File: config.mk
export PLATFORM = sky130hd
export DESIGN_NAME = multi_pulse_gen
export DESIGN_NICKNAME = d
export VERILOG_FILES = /design/src/rtl/multi_pulse_gen.sv
export SDC_FILE = /design/constraint.sdc
export NUM_CORES = 1
export LEC_CHECK = 0
export ABC_CLOCK_PERIOD_IN_PS = 1800
export BUFFER_PORTS_ARGS = -buffer_cell sky130_fd_sc_hd__clkbuf_2
export CORE_ASPECT_RATIO = 0.8
export CORE_MARGIN = 5
export CORE_UTILIZATION = 51
export DETAILED_ROUTE_END_ITERATION = 16
export GPL_TIMING_DRIVEN = 0
export PLACE_DENSITY_LB_ADDON = 0.1
export SYNTH_ARGS = -nofsm -noshare
export SYNTH_HDL_FRONTEND = slang
export SYNTH_SLANG_ARGS = --single-unit
File: constraint.sdc
create_clock -name sys_clk -period 1.8 [get_ports sys_clk]
set_clock_uncertainty 0.15 [all_clocks]
set_input_delay 0.27 -clock sys_clk [delete_from_list [all_inputs] [get_ports sys_clk]]
set_output_delay 0.27 -clock sys_clk [all_outputs]
set_load 0.01 [all_outputs]
File: src/rtl/multi_pulse_gen.sv
// multi_pulse_gen: multi-channel periodic pulse generator.
// One shared period counter drives N_CH active-low trigger lines; channel i
// pulses WIDTH_T cycles long at offset i*PHASE_T inside every period.
// Supports continuous run, graceful stop at period end and a channel mask that
// is sampled only at period start.
// Optional feature macro: PULSE_BURST_EN (counted burst mode with start/done).
module multi_pulse_gen #(
    parameter int unsigned CLK_MHZ   = 24,
    parameter int unsigned N_CH      = 4,
    parameter int unsigned PERIOD_US = 25_000,
    parameter int unsigned WIDTH_US  = 50,
    parameter int unsigned PHASE_US  = 1_000
) (
    input  logic            sys_clk,
    input  logic            sys_rst,
    input  logic            run_en,
    input  logic            start,
    input  logic [7:0]      burst_len,
    input  logic [N_CH-1:0] ch_disable,
    output logic [N_CH-1:0] pulse_out,
    output logic            busy,
    output logic            period_tick,
    output logic            done
);

    localparam int unsigned PERIOD_T = CLK_MHZ * PERIOD_US;
    localparam int unsigned WIDTH_T  = CLK_MHZ * WIDTH_US;
    localparam int unsigned PHASE_T  = CLK_MHZ * PHASE_US;
    localparam int unsigned LAST_END = (N_CH - 1) * PHASE_T + WIDTH_T;
    localparam int unsigned CNT_W    = (PERIOD_T > 1) ? $clog2(PERIOD_T) : 1;

    localparam logic [CNT_W-1:0] CNT_LAST = CNT_W'(PERIOD_T - 1);

    // Reject configurations where a pulse would be empty or spill past the period.
    if (N_CH < 1 || N_CH > 16) begin : g_bad_nch
        $error("multi_pulse_gen: N_CH must be in 1..16");
    end
    if (WIDTH_T < 1 || LAST_END > PERIOD_T) begin : g_bad_timing
        $error("multi_pulse_gen: need WIDTH_T >= 1 and last channel window inside period");
    end

    typedef enum logic [1:0] {
        IDLE,
        RUN,
        STOP
`ifdef PULSE_BURST_EN
        , BURST
`endif
    } state_t;

    state_t            state_q, state_d;
    logic [CNT_W-1:0]  cnt_q, cnt_d;
    logic [N_CH-1:0]   mask_q, mask_d;
    // One-cycle delayed copy of the counter, so the mask latched at cnt==0
    // is already valid when the first pulse of the period is decided.
    logic              run_p_q, run_p_d;
    logic [CNT_W-1:0]  cnt_p_q, cnt_p_d;
    logic [N_CH-1:0]   pulse_out_q, pulse_out_d;
    logic              tick_q, tick_d;
    logic [N_CH-1:0]   in_win;
    logic              running;
    logic              wrap;

`ifdef PULSE_BURST_EN
    logic [7:0]        rem_q, rem_d;
    logic              done_q, done_d;
`else
    logic              unused_burst_in;
    assign unused_burst_in = start ^ (^burst_len);
`endif

    assign running = (state_q != IDLE);
    assign wrap    = (cnt_q == CNT_LAST);

    // Per-channel window decode on the delayed counter value.
    for (genvar i = 0; i < N_CH; i++) begin : g_win
        localparam int unsigned LO = i * PHASE_T;
        localparam int unsigned HI = LO + WIDTH_T;
        if (LO == 0) begin : g_first
            assign in_win[i] = ({1'b0, cnt_p_q} < (CNT_W+1)'(HI));
        end else begin : g_rest
            assign in_win[i] = ({1'b0, cnt_p_q} >= (CNT_W+1)'(LO)) &&
                               ({1'b0, cnt_p_q} <  (CNT_W+1)'(HI));
        end
    end

    // Next-state, period counter, mask latch and burst bookkeeping.
    always_comb begin
        // NOTE: every signal gets a default first so no path leaves it unassigned (no latch).
        state_d = state_q;
        cnt_d   = cnt_q;
        mask_d  = mask_q;
`ifdef PULSE_BURST_EN
        rem_d   = rem_q;
        done_d  = 1'b0;
`endif
        if (running) begin
            cnt_d = wrap ? '0 : cnt_q + 1'b1;
            if (cnt_q == '0) begin
                mask_d = ch_disable;
            end
        end

        unique case (state_q)
            IDLE: begin
                cnt_d = '0;
                if (run_en) begin
                    state_d = RUN;
                end
`ifdef PULSE_BURST_EN
                else if (start && burst_len != 8'd0) begin
                    state_d = BURST;
                    rem_d   = burst_len;
                end
`endif
            end
            RUN: begin
                if (!run_en) state_d = STOP;
            end
            STOP: begin
                if (run_en)    state_d = RUN;
                else if (wrap) state_d = IDLE;
            end
`ifdef PULSE_BURST_EN
            BURST: begin
                if (wrap) begin
                    if (rem_q == 8'd1) begin
                        state_d = IDLE;
                        done_d  = 1'b1;
                    end else begin
                        rem_d = rem_q - 8'd1;
                    end
                end
            end
`endif
            default: state_d = IDLE;
        endcase
    end

    // Output stage: pulses and period tick derived from the delayed counter.
    always_comb begin
        run_p_d = running;
        cnt_p_d = cnt_q;
        tick_d  = run_p_q && (cnt_p_q == '0);
        pulse_out_d = ~({N_CH{run_p_q}} & ~mask_q & in_win);
    end

    // State and pipeline registers with synchronous reset.
    always_ff @(posedge sys_clk) begin
        if (sys_rst) begin
            state_q     <= IDLE;
            cnt_q       <= '0;
            mask_q      <= '0;
            run_p_q     <= 1'b0;
            cnt_p_q     <= '0;
            pulse_out_q <= '1;
            tick_q      <= 1'b0;
        end else begin
            // NOTE: non-blocking so every flop samples the pre-edge values together.
            state_q     <= state_d;
            cnt_q       <= cnt_d;
            mask_q      <= mask_d;
            run_p_q     <= run_p_d;
            cnt_p_q     <= cnt_p_d;
            pulse_out_q <= pulse_out_d;
            tick_q      <= tick_d;
        end
    end

`ifdef PULSE_BURST_EN
    // Burst remaining-period counter and completion strobe.
    always_ff @(posedge sys_clk) begin
        if (sys_rst) begin
            rem_q  <= '0;
            done_q <= 1'b0;
        end else begin
            rem_q  <= rem_d;
            done_q <= done_d;
        end
    end
    assign done = done_q;
`else
    assign done = 1'b0;
`endif

    assign pulse_out   = pulse_out_q;
    assign period_tick = tick_q;
    assign busy        = running;

endmodule

==> impl_metrics.tcl, run 1 <==
set metrics [dict create \
    ios 23 \
    grt_pass1_vias 1687 \
    wire_per_inst_um 15.3 \
    synth-seq-cells 52 \
    final_layout_size_suffix_gt1_frac 0.316 \
    avgSynthCellArea_sq_um 9.17 \
    finalCriticalPeriod_ps 1850 \
    netlist_area_sq_um 2160 \
    area.sequential_sq_um 1070 \
    cts_root_buf "clkbuf_8" \
    startpoint_type "flip-flop" \
    critPathMaxFanout 2 \
    clkTransAtPathRegs_ps 90 \
    synth_area_leaders "dfxtp_1, nor2b_1, xor2_1, nor2_1, nand3_1" \
    hold_slack_ps 42.0 \
    core-area_sq_um 4150 \
    yosysWarnings 0 \
    hold_path.class "in2reg" \
    max_stage_delay_ps 530 \
    violations "setup timing" \
    antenna_found_initial 0 \
    synth_cell_types 47 \
    dp_slack_ps -211 \
    routabilityCongestion 0.859 \
    yosysSeqAreaShare 0.481 \
    htree_levels 2 \
    period_share 1.03 \
    cp_data_arrival_time_ps 1890 \
    power_density_nw_per_um2 762 \
    die_x_um 82.8 \
    numCtsBuffers 5 \
    finalWorstSetupSlack_ps -54.0 \
    leakage_uw 0.000957 \
    area_growth_pct 24.1 \
    cts_tree "yes" \
    synth_top_area_share 0.481 \
    hold_viol 0 \
    cp-end-kind "flip-flop" \
    dieArea_sq_um 5650 \
    port_buffers 12 \
    hpwlAfterDp_um 3210 \
    rsz0062_at_grt "yes" \
    fin_nets 283 \
    via_count 1779 \
    drtIter0Drc 66 \
    multi_input_area_sq_um 1190 \
    syn_nets 254 \
    die_h_um 68.3 \
    antennaDiodeCount 0 \
    cts.sinks 52 \
    worstSetupPathType "reg2reg" \
    via_per_inst 5.51 \
    clk_latency_ps 300 \
    max-vdd-ir-drop_uv 463 \
    grt_max_degree 16 \
    grt.total_usage 0.187 \
    crit_slowest_cell "or4_4" \
    cp_top_family "simple AND/OR/NAND/NOR gates" \
    crit_buf_inv 0 \
    crit_chain "or4_4, or3b_4, nor4b_4, o21ai_1" \
    final-max-slew-violation-count 0 \
    rows 21 \
    cts_buffer_depth 2 \
    setup_violations 21 \
    status "complete, but fails checks" \
    drc 0 \
    yosysTopAreaCell "dfxtp_1" \
    netlist_instances 236 \
    fmax_mhz 539 \
    fillers 371 \
    cp_data_required_time_ps 1830 \
    grt_overflow 0 \
    grt_pass1_wl_um 8250 \
    cap_violations 0 \
    ant_nets 0 \
    start_util 0.521 \
    finalWirelength_um 4950 \
    timing.setup.tns_ps -480 \
    stdcell_area_sq_um 2680 \
    first_pass_iters 4 \
    postPlaceCellArea_sq_um 2290 \
]
placed cells by master (no fill, tap or decap), drive strengths merged, types with 2 or more instances in the layout:
cell type and n:
nor3 5, ha 2, a211oi 2, o31ai 5, a21oi 11, nor4b 2, and3 3, buf 15
and4 3, dfxtp 52, o21ai 10, and2 4, nor4 7, nand3 14, inv 7, clkbuf 22
or4 4, nor2b 18, or3 6, nand3b 2, nor2 23, nand2 13, xor2 11, nand4 7
kinds of logic (layout without fill, tap and decap cells):
| logic type | Yosys count | after routing | synth area share |
|---|---|---|---|
| compound gates | 37 | 37 | 0.112 |
| simple gates | 115 | 115 | 0.308 |
| buf+inv | 17 | 47 | 0.0370 |
| xor+xnor | 12 | 12 | 0.0486 |
| fa+ha+maj | 2 | 2 | 0.0116 |
| other cells | 1 | 1 | 0.00173 |
| flops | 52 | 52 | 0.481 |
power by group:
group          total, uW  switching (uW)  internal [uW]
Clock                774             361            413
Sequential          1170            11.1           1160
Combinational        104            60.3           43.4
registers in the layout (all words and copies together), names as in the netlist:
register,count
run_p_q,1
cnt_p_q,20
state_q,2
cnt_p_d,20
pulse_out,4
mask_q,4
period_tick,1
cells in the mapped netlist (all sizes together):
library cell,n
and4,3
nor3,5
and2,4
nor2,23
nand2b,1
o31ai,5
a211o,1
clkbuf,4
o311ai,1
nor4b,2
nor2b,18
and3,3
a2111oi,1
or3b,1
nor4,7
a31oi,1
conb,1
o41ai,1
a21oi,11
or2,1
a31o,1
nand3b,2
or4,4
nand2,13
ha,2
xnor2,1
buf,6
a211oi,2
or3,6
o211ai,1
inv,7
o21a,1
xor2,11
dfxtp,52
nand4,7
nor3b,1
nand3,14
o21ai,10
o2111a,1
final cells by class:
class                   count  share of cell area
repair buffers             24              0.0597
clock inverters             2              0.0131
well taps                  57              0.0266
clock buffers               6              0.0270
plain buffers               8              0.0224
multi-input cells         167               0.442
flip-flops and latches     52               0.399
inverters                   7             0.00979
worst paths after layout:
| kind | startpoint | end | slack (ps) | cells after the start |
|---|---|---|---|---|
| worst min-delay path | sys_rst | run_p_q$_SDFF_PP0_ | 40 | 2 |
| worst max-delay path | cnt_p_q[16]$_SDFF_PP0_ | pulse_out[1]$_SDFF_PP1_ | -50 | 4 |
| worst max register to register | cnt_p_q[16]$_SDFF_PP0_ | pulse_out[1]$_SDFF_PP1_ | -50 | 4 |
| worst min register to register | mask_q[2]$_SDFFE_PP0P_ | pulse_out[2]$_SDFF_PP1_ | 320 | 2 |
through the flow:
| step | power (uW) | std cells | utilization |
|---|---|---|---|
| 2_1_floorplan | 1240 | 236 | - |
| 3_5_place_dp | 1270 | 305 | 0.553 |
| 4_1_cts | 2050 | 324 | 0.615 |
| 3_3_place_gp | 1270 | 305 | 0.553 |
| 6_report | 2050 | 323 | 0.646 |
| 5_1_grt | 2130 | 323 | 0.646 |
worst register-to-register path, delay by kind of cell (launching register included):
family           cells  cell delay [ps]
flip-flops           1              330
AND/OR/NAND/NOR      3             1160
AO/OA/AOI/OAI        1              100
routing by layer:
layer	vias up	track usage	wire length [um]
li1	897	-	-
met1	821	0.240	2300
met2	49	0.293	2240
met3	12	0.0602	266
met4	0	0.0776	136
met5	-	0	0
timing repair:
action                                 in CTS  in global routing
cloned                                      2                  0
hold buffers                                1                  0
gates resized for setup                    25                 46
buffers inserted                            8                  1
setup endpoints to repair                  22                 27
endpoints found under the hold margin       1                  0
pin swaps                                   3                 13
(Power assumes the default switching activity.)
==> run 2: changes to the inputs <==
SETUP_SLACK_MARGIN = 0.1   (was unset)
==> impl_metrics.tcl, run 2 (same netlist as run 1, synthesis figures left out) <==
set metrics [dict create \
    final-max-slew-violation-count 0 \
    final_layout_size_suffix_gt1_frac 0.318 \
    hold_path.class "in2reg" \
    htree_levels 2 \
    dp_slack_ps -81.5 \
    antennaDiodeCount 0 \
    start_util 0.521 \
    ios 23 \
    via_per_inst 5.35 \
    final_common_cell "dfxtp_1" \
    area_growth_pct 23.8 \
    violations "setup timing" \
    cp-end-kind "flip-flop" \
    grt_pass1_vias 1590 \
    core-area_sq_um 4150 \
    cts_root_buf "clkbuf_8" \
    first_pass_iters 4 \
    timing.setup.tns_ps -35.8 \
    grt.total_usage 0.177 \
    final_core_util 0.645 \
    cap_violations 0 \
    met1_usage 0.230 \
    clk_latency_ps 310 \
    cp_data_arrival_time_ps 1880 \
    rows 21 \
    antenna_found_initial 0 \
    startpoint_type "flip-flop" \
    cp_data_required_time_ps 1840 \
    grt_pass1_wl_um 7750 \
    fin_nets 284 \
    grt_util_met3 0.0457 \
    grtUsageMet2 0.285 \
    critPathMaxFanout 2 \
    worstSetupPathType "reg2reg" \
    via_count 1733 \
    period_share 1.02 \
    die_h_um 68.3 \
    hold_slack_ps 21.7 \
    grt_overflow 0 \
    drtIter0Drc 68 \
    port_buffers 12 \
    finalWorstSetupSlack_ps -35.8 \
    min_from "sys_rst" \
    rsz0062_at_grt "yes" \
    finalPower_uw 1930 \
    hold_viol 0 \
    max_stage_delay_ps 530 \
    wire_per_inst_um 14.5 \
    max-vdd-ir-drop_uv 577 \
    final_cell_mix "dfxtp_1, nor2b_1, nor2_1, nand3_1" \
    numCtsBuffers 5 \
    finalCriticalPeriod_ps 1840 \
    cts_buffer_depth 2 \
    cts.sinks 52 \
    r2r_start "cnt_p_q[16]$_SDFF_PP0_" \
    drc 0 \
    finalWirelength_um 4690 \
    crit_chain "or4_4, or3b_4, nor4b_4, o21ai_1" \
    setup_violations 1 \
    leakage_uw 0.000966 \
    startpoint "cnt_p_q[16]$_SDFF_PP0_" \
    clkTransAtPathRegs_ps 90 \
    busiest_layer "met2" \
    die_x_um 82.8 \
    ant_nets 0 \
    routabilityCongestion 0.851 \
    crit_slowest_cell "or4_4" \
    dieArea_sq_um 5650 \
    status "complete, but fails checks" \
    fmax_mhz 545 \
    grt_max_degree 17 \
    cts_tree "yes" \
    power_density_nw_per_um2 720 \
    fillers 382 \
    hpwlAfterDp_um 3250 \
]
## run 2: cell count changes in the layout (fill, tap and decap cells not counted), moves of 2 or more
| cell | change |
|---|---|
| nor2_1 | +2 |
| inv_1 | -2 |
| nor2_4 | -6 |
| nor2_2 | +4 |
| buf_4 | -2 |
| buf_6 | +3 |
| inv_4 | +2 |
## run 2: where the power goes
group / total, uW / switching, uW / internal (uW) / leakage [uW]
Sequential: 1170 / 9.86 / 1160 / 0.000429
Combinational: 104 / 56.1 / 48.2 / 0.000496
Clock: 657 / 380 / 277 / 0.0000414
## run 2: layer usage
| layer | vias to the layer above | wire length (um) | part of all wire |
|---|---|---|---|
| met3 | 7 | 196 | 0.042 |
| met4 | 0 | 72 | 0.015 |
| met5 | - | 0 | 0 |
| met2 | 32 | 2080 | 0.44 |
| li1 | 896 | - | - |
| met1 | 798 | 2340 | 0.50 |
## run 2: critical path: cells and delay by family, from the launching register on
family	cells	cell delay, ps
DFF	1	330
AOI/OAI and AO/OA	1	90
and+or+nand+nor	3	1160
## run 2: final cells by class
type	count	area [sq um]	area share
multi-input cells	167	1180	0.440
clock inverters	2	16.3	0.00607
well taps	57	71.3	0.0266
flip-flops and latches	52	1070	0.400
inverters	7	31.3	0.0117
plain buffers	9	71.3	0.0266
repair buffers	24	168	0.0626
clock buffers	6	72.6	0.0271
## run 2: timing repair
item,4_1_cts,5_1_grt
endpoints found under the setup margin,27,28
resized for setup,41,30
hold buffers,1,0
hold endpoints to repair,1,0
gates cloned,2,0
pin swaps,18,7
buffers inserted,5,4
## run 2: stage by stage
step	area, sq um	cells
final	2680	324
after global routing	2680	324
after CTS	2560	320
after detailed placement	2310	305
after global placement	2310	305
after floorplan	2180	236
## run 2: final timing paths
kind                             end  slack, ps  depth (start not counted)
max reg2reg  pulse_out[1]$_SDFF_PP1_        -40                          4
min               run_p_q$_SDFF_PP0_         20                          2
min reg2reg  state_q[0]$_SDFFE_PP0P_        330                          1
max          pulse_out[1]$_SDFF_PP1_        -40                          4
